`config.mk`:
```
export PLATFORM = sky130hd
export DESIGN_NAME = stepperonline_abs_emu
export DESIGN_NICKNAME = d
export VERILOG_FILES = /design/src/rtl/stepperonline_abs_emu.sv
export SDC_FILE = /design/constraint.sdc
export NUM_CORES = 1
export LEC_CHECK = 0
export BUFFER_PORTS_ARGS = -buffer_cell sky130_fd_sc_hd__buf_4
export CORE_MARGIN = 2
export CORE_UTILIZATION = 45
export DETAILED_ROUTE_END_ITERATION = 8
export HOLD_SLACK_MARGIN = 0.02
export MAX_ROUTING_LAYER = met4
export SLEW_MARGIN = 15
export SYNTH_ARGS = -nofsm -noshare
export SYNTH_HDL_FRONTEND = slang
export SYNTH_SLANG_ARGS = --single-unit
```
`constraint.sdc`:
```
create_clock -name clk -period 5.75 [get_ports clk]
set_input_delay 0.2875 -clock clk [delete_from_list [all_inputs] [get_ports clk]]
set_output_delay 0.2875 -clock clk [all_outputs]
set_load 0.01 [all_outputs]
```
`src/rtl/stepperonline_abs_emu.sv`:
```
// StepperOnline absolute-encoder responder: answers a 0x7D request with a 7-byte 8N1 frame.
// Latency: acceptance to driver release is TurnCycles + 71 bit times. No backpressure; the receiver is deaf while responding.
module stepperonline_abs_emu #(
   parameter int         ClkFrequency = 32400000,
   parameter int         Baud         = 2500000,
   parameter int         TurnCycles   = ClkFrequency / 100000,
   parameter logic [7:0] ReqByte      = 8'h7D
) (
   input  logic        clk,
   input  logic        rst,
   input  logic        rx,
   input  logic [23:0] angle,
   input  logic [7:0]  status,
   input  logic [7:0]  aux,
   output logic        tx,
   output logic        tx_enable,
   output logic        busy,
   output logic [15:0] req_count,
   output logic [7:0]  err_count
);

   localparam int BitCycles = ClkFrequency / Baud;
   localparam int CntMax    = (TurnCycles > BitCycles) ? TurnCycles : BitCycles;
   localparam int CntW      = $clog2(CntMax + 1);

   localparam logic [CntW-1:0] TurnLast = CntW'(TurnCycles - 1);
   localparam logic [CntW-1:0] BitLast  = CntW'(BitCycles - 1);
   localparam logic [CntW-1:0] HalfLast = CntW'(BitCycles / 2 - 1);

   typedef enum logic [1:0] {IDLE, TURN, LEAD, SEND} state_t;

   state_t          state, state_nxt;
   logic            rx_meta, rx_sync, rx_prev;
   logic            rx_act;
   logic [3:0]      rbit;
   logic [7:0]      rshift;
   logic [CntW-1:0] cnt;
   logic [3:0]      tbit;
   logic [2:0]      tbyte;
   logic [8:0]      tsh;
   logic [55:0]     frame;
   logic            tx_q;

   logic            fall, rx_sample, stop_sample, accept, rx_err, bit_end, tx_last;
   logic [7:0]      chk;

   assign fall        = rx_prev & ~rx_sync;
   assign rx_sample   = rx_act && (cnt == ((rbit == 4'd0) ? HalfLast : BitLast));
   assign stop_sample = (state == IDLE) && rx_sample && (rbit == 4'd9);
   assign accept      = stop_sample && rx_sync && (rshift == ReqByte);
   assign rx_err      = stop_sample && (!rx_sync || (rshift != ReqByte));
   assign bit_end     = (cnt == BitLast);
   assign tx_last     = (state == SEND) && bit_end && (tbit == 4'd9) && (tbyte == 3'd6);
   assign chk         = ReqByte ^ status ^ angle[7:0] ^ angle[15:8] ^ angle[23:16] ^ aux;

   assign tx        = tx_q;
   assign tx_enable = (state == LEAD) || (state == SEND);
   assign busy      = (state != IDLE);

   always_ff @(posedge clk or posedge rst) begin
      if (rst) state <= IDLE;
      else     state <= state_nxt;
   end

   always_comb begin
      state_nxt = state;
      case (state)
         IDLE:    if (accept) state_nxt = TURN;
         TURN:    if (cnt == TurnLast) state_nxt = LEAD;
         LEAD:    if (bit_end) state_nxt = SEND;
         SEND:    if (tx_last) state_nxt = IDLE;
         default: state_nxt = IDLE;
      endcase
   end

   always_ff @(posedge clk or posedge rst) begin
      if (rst) begin
         rx_meta   <= 1'b1;
         rx_sync   <= 1'b1;
         rx_prev   <= 1'b1;
         rx_act    <= 1'b0;
         rbit      <= '0;
         rshift    <= '0;
         cnt       <= '0;
         tbit      <= '0;
         tbyte     <= '0;
         tsh       <= '1;
         frame     <= '0;
         tx_q      <= 1'b1;
         req_count <= '0;
         err_count <= '0;
      end else begin
         rx_meta <= rx;
         rx_sync <= rx_meta;
         rx_prev <= rx_sync;

         // One counter serves receive sampling in IDLE and timing in the other states
         if (state_nxt != state)
            cnt <= '0;
         else if (state == IDLE)
            cnt <= (!rx_act || rx_sample) ? '0 : cnt + 1'b1;
         else if (state == TURN)
            cnt <= cnt + 1'b1;
         else
            cnt <= bit_end ? '0 : cnt + 1'b1;

         if (state != IDLE) begin
            rx_act <= 1'b0;
         end else if (!rx_act) begin
            if (fall) begin
               rx_act <= 1'b1;
               rbit   <= 4'd0;
            end
         end else if (rx_sample) begin
            if (rbit == 4'd0) begin
               if (rx_sync) rx_act <= 1'b0;
               else         rbit   <= 4'd1;
            end else if (rbit == 4'd9) begin
               rx_act <= 1'b0;
            end else begin
               rshift <= {rx_sync, rshift[7:1]};
               rbit   <= rbit + 4'd1;
            end
         end

         if (accept)
            req_count <= req_count + 16'd1;
         if (rx_err && (err_count != 8'hFF))
            err_count <= err_count + 8'd1;

         if (accept)
            frame <= {chk, aux, angle[23:16], angle[15:8], angle[7:0], status, ReqByte};

         // tsh holds {stop, data}; the frame buffer shifts out one byte per character
         case (state)
            LEAD: begin
               if (bit_end) begin
                  tsh   <= {1'b1, frame[7:0]};
                  frame <= frame >> 8;
                  tbit  <= 4'd0;
                  tbyte <= 3'd0;
                  tx_q  <= 1'b0;
               end else begin
                  tx_q <= 1'b1;
               end
            end
            SEND: begin
               if (bit_end) begin
                  if (tbit == 4'd9) begin
                     if (tbyte != 3'd6) begin
                        tsh   <= {1'b1, frame[7:0]};
                        frame <= frame >> 8;
                        tbit  <= 4'd0;
                        tbyte <= tbyte + 3'd1;
                        tx_q  <= 1'b0;
                     end else begin
                        tx_q <= 1'b1;
                     end
                  end else begin
                     tx_q <= tsh[0];
                     tsh  <= tsh >> 1;
                     tbit <= tbit + 4'd1;
                  end
               end
            end
            default: tx_q <= 1'b1;
         endcase
      end
   end

endmodule

```
# [After elaboration in Yosys (flattened, before gate mapping)]
# Index checks and enable logic that the tools add are counted.
[op_classes] addsub=6 eq_ne=22 muxes=50 bitwise_logic=10 reduce_logical=24
[op_table] op="two-way mux 56 bit" count=5
[op_table] op="case mux 56 bit (2 select lines)" count=1
[op_table] op="two-way mux 9 bit" count=9
[op_table] op="two-way mux 4 bit" count=11
[op_table] op="bitwise XOR 8 bit" count=4
[op_table] op="case mux 9 bit (2 select lines)" count=1
[op_table] op="adder 16 x 1 -> 16 bit, second input constant" count=1
[op_table] op="AND reduction 5 bit" count=3
[op_table] op="two-way mux 3 bit" count=4
[op_table] op="two-way mux 1 bit" count=11
[op_table] op="logical AND 1 bit" count=10
[op_table] op="adder 9 x 1 -> 9 bit, second input constant" count=1
[op_table] op="== test 9 x 4 -> 1 bit" count=1
[op_table] op="== test 9 x 4 -> 1 bit, second input constant" count=1
[op_table] op="== test 9 bit, second input constant" count=1
[op_table] op="!= test 3 bit, second input constant" count=3
[op_table] op="adder 4 x 1 -> 4 bit, second input constant" count=2
[op_table] op="adder 8 x 1 -> 8 bit, second input constant" count=1
[op_table] op="== test 4 bit, second input constant" count=2
[op_table] op="== test 8 x 7 -> 1 bit, second input constant" count=1
[op_table] op="two-way mux 2 bit" count=4
[op_table] op="!= test 8 x 7 -> 1 bit, second input constant" count=1
[op_table] op="!= test 8 bit, second input constant" count=1
[op_table] op="case mux 2 bit (4 select lines)" count=1
[op_table] op="20 further kinds" count=32
[totals] regBits=124 inputBits=43 output_inout_bits=27 word_cells=127

# [Depth between registers and ports, before layout]
[depth] depth_word=13 mapped_depth=9 ltp_nobuf=7

# [Worst setup path before layout]
# No wires, ideal clock.
[synth_path] path_type="register to register" startpoint="reg state[1]" endpoint="reg req_count[11]" setup_time_ns=0.079 arrival_time_ns=2.333 t_required_ns=5.671 slack_ns=3.337 stages_incl_launch_ff=10 n_path_buf=4 period_less_slack_ns=2.413 cell_sequence="dfrtp_1 > buf_6 > or2_1 > buf_2 > or3_4 > or4b_1 > buf_2 > buf_6 > nor3_4 > xor2_1"
[synth_between] elab_chain_len=5
[synth_lines] item="from (decl)" line_no="32" source="state_t state, state_nxt;"
[synth_lines] item="from (signal assigned)" line_no="62" source="else state <= state_nxt;"
[synth_lines] item="zero test 2 bit" line_no="49" source="assign stop_sample = (state == IDLE) && rx_sample && (rbit == 4'd9);"
[synth_lines] item="logical AND 1 bit (2 in a row)" line_no="49"
[synth_lines] item="logical AND 1 bit (2 in a row)" line_no="50" source="assign accept = stop_sample && rx_sync && (rshift == ReqByte);"
[synth_lines] item="to (signal assigned)" line_no="127" source="req_count <= req_count + 16'd1;"
[synth_lines] item="to (decl)" line_no="18" source="output logic [15:0] req_count,"
# Every way passes these cells.
# A chain may end at the register's enable or synchronous reset.

# [Final worst setup path]
[layout_path] startpoint="reg rbit[0]" endpoint="reg req_count[15]"
[layout_between] elab_chain_len=8 elab_cells_between_ends=9 cone_classes="2 x eq/ne; 1 x mux; 6 x reduce/logical"
[layout_lines] item="from (decl)" line_no="35" source="logic [3:0] rbit;"
[layout_lines] item="from (signal assigned)" line_no="122" source="rbit <= rbit + 4'd1;"
[layout_lines] item="zero test 4 bit" line_no="48" source="assign rx_sample = rx_act && (cnt == ((rbit == 4'd0) ? HalfLast : BitLast));"
[layout_lines] item="two-way mux 4 bit" line_no="48"
[layout_lines] item="== test 9 x 4 -> 1 bit" line_no="48"
[layout_lines] item="logical AND 1 bit" line_no="48"
[layout_lines] item="logical AND 1 bit" line_no="49"
[layout_lines] item="logical AND 1 bit *" line_no="49"
[layout_lines] item="logical AND 1 bit * (2 in a row)" line_no="50"
# Every way passes the cells marked *; elsewhere a longest branch is shown, timed or not.

==> out/metrics.cfg <==
[synthesis]
yosysTopAreaCellShare_pct = 46.3
synth.area.top_cells = dfrtp_1 (46%), xnor2_1 (7.7%), nand2_1 (7.1%)
synthCells = 633
seq_area_frac_synth_pct = 51.9
syn_nets = 686
synth_top_area_cell = dfrtp_1
async_reset_ff_share_pct = 100
synth_edf_count = 0
ys_types = 51
synthFlopType = dfrtp_1
ys_top_cells_by_count = nand2_1 (113), dfrtp_1 (111), nor2_1 (96)
yosysWarnings = 0
avgSynthCellArea_sq_um = 9.49
ys_seq_elements = 124
syn_area_sq_mm = 0.00600
yosysMostFrequentCell = nand2_1

[detailed_routing]
vias_per_cell = 5.15
wl_um = 12000
dr.first_iter.drc_count = 287
wl_per_cell_um = 13.6
drtPass1Iterations = 5
drc = 0
ant_nets = 0
via_count = 4549

[grt]
first_global_vias = 4427
grt_max_degree = 99
grt_antenna_before_repair = 0
grt-ovfl-total = 0
track_usage_pct = 18.8
grt_pass1_wl_um = 21000

[layout]
layout.nets = 748
final_cells = 884
num-fill-cells = 1210
seqCellArea_sq_mm = 0.00312
n_antenna_cell = 0
drive_gt1_share_pct = 19.1
multi_input_comb_area_sq_mm = 0.00271
area_delta_synth_final_pct = 20.1

[timing]
hold_viol_final = 0
setup_viol_count_final = 0
final.period_utilization_pct = 53.3
max_freq_ghz = 0.326
slew_viol_final = 0
worst_slack_ns = 2.68
skew_ns = 0.0103
worstMarginPinSlew_ns = 0.961
period_minus_slack_ns = 3.07
rsz0062_at_grt = no
slew_headroom_pct = 35.9
setup_tns_ns = 0

[clock_network]
clk_pin_slew_ns = 0.05
root_buffer = clkbuf_16
cts_resized = 0
insertion_delay_ns = 0.41
cts_setup_buffers = 0
ctsHtreeMaxLevel = 4
cts_tree = done
numCtsBuffers = 17
clock_sinks = 124
clockBufferDepth = 2

[run]
drv_cap = 0

[setup_path]
cp-start-kind = register
cp.required_ns = 6.08
cp-end-kind = register
critPathKind = reg -> reg
cp_max_fo = 52
arrival_ns = 3.40

[hold_path]
holdCritPathClass = in -> async

[floorplanning]
core_sq_mm = 0.0131
die_area_sq_mm = 0.0143
num_io_pins = 70
fp.dieH_um = 120
rows = 42
start_util_pct = 45.7
die_w_um = 120

[power_and_ir_drop]
irDropWorstVdd_uv = 209
combPwrFrac_pct = 13.9
power.switching_uw = 594
p_int_uw = 1680
pwr-share-clk_pct = 43.1
power.density_mw_per_mm2 = 316
p_leak_uw = 0.00321
p_seq_share_pct = 42.9
p_sw_share_pct = 26.1

[placement]
pre_cts_ws_ns = 2.73
dp_hpwl_um = 7760
dp_cells = 851
port_buffers = 69
place_congestion = 0.776

[run_status]
status = finished clean

==> registers in the layout, indices dropped and copies added, names as in the netlist <==
register / flops
rbit: 4
rx_act: 1
rshift: 8
tbyte: 3
tbit: 4
req_count: 16
tx: 1
rx_meta: 1
rx_sync: 1
cnt: 9
err_count: 8
frame: 56
rx_prev: 1
tsh: 9
state: 2
==> power by group through the flow <==
stage,logic [uW],clock network (uW),registers [uW]
2_1_floorplan,236,0,972
6_report,317,982,978
4_1_cts,320,1010,975
3_5_place_dp,317,0,989
3_3_place_gp,303,0,986
5_1_grt,356,1050,985
==> cell families after synthesis <==
group	synth area share [%]
buffers and inverters	3.08
flip-flops	51.9
AND/OR/NAND/NOR	22.6
multiplexers	2.33
adder cells (fa/ha/maj)	2.08
XOR/XNOR	9.04
AO/OA/AOI/OAI	8.92
==> cells in the final DEF, fill, tap and decap left out, types with 7 or more instances in the layout <==
cell type	Yosys	routed
nand4_1	10	10
xor2_1	9	9
nor3_1	13	13
ha_1	10	10
o21ai_0	13	13
dfrtp_1	111	111
nand3_1	23	23
mux2_2	8	8
o22ai_1	8	8
xnor2_1	53	53
dfstp_2	13	13
nor2_1	96	96
buf_4	0	74
nand2_1	113	112
a31oi_1	41	41
inv_1	12	11
clkbuf_16	0	17
a211oi_1	7	7
==> final cells by class <==
cell class	count	area share, %
sequential	124	43.2
multi-input combinational	465	37.6
timing repair buffer	75	7.84
clock buffer	24	6.68
tap	176	3.05
clock inverter	8	0.937
inverter	12	0.659
==> path summary, 6_finish.rpt <==
kind / startpoint / endpoint / cells after the start / slack [ns]
worst max-delay path: rbit[0]$_DFFE_PP0P_ / req_count[15]$_DFFE_PP0N_ / 8 / 2.68
worst min-delay path: rst / err_count[5]$_DFFE_PP0P_ / 2 / 0.12
worst max register to register: rbit[0]$_DFFE_PP0P_ / req_count[15]$_DFFE_PP0N_ / 8 / 2.68
worst min register to register: rx_meta$_DFF_PP1_ / rx_sync$_DFF_PP1_ / 0 / 0.35
max in group asynchronous: rst / frame[25]$_DFF_PP0_ / 3 / 4.47
min in group clk: angle[23] / frame[39]$_DFF_PP0_ / 3 / 0.15
==> routing by layer <==
metal | part of all wire (%) | GRT usage (%) | vias up
met5 | 0 | - | -
met4 | 1.2 | 7.28 | 0
met3 | 3.5 | 4.28 | 10
met2 | 47 | 28.5 | 86
met1 | 49 | 24.8 | 2188
li1 | - | - | 2265
==> stage by stage <==
stage / total power [uW] / util (%) / hold WS, ns / instance area, sq um
CTS: 2300 / 54.9 / 0.135 / 7210
finish: 2280 / 54.9 / 0.116 / 7210
floorplan: 1210 / - / 0.292 / 6000
detailed placement: 1310 / 50.6 / 0.347 / 6650
global placement: 1290 / 50.6 / 0.346 / 6650
global route: 2390 / 54.9 / 0.151 / 7210
==> repair_timing <==
| item | CTS | global route |
|---|---|---|
| hold endpoints to repair | 1 | 0 |
| endpoints found under the setup margin | 0 | 0 |
| hold buffers | 1 | 0 |
==> worst max-delay path, stage by stage, from the launching register on <==
cell     delay, ns
dfrtp_1       0.41
inv_1         0.11
ha_1          0.19
nor3b_1       0.44
mux2i_1       0.31
or4b_2        0.72
buf_4         0.32
nor3_1        0.29
xor2_1        0.16
Note: power is estimated with default switching activity, not from simulation.
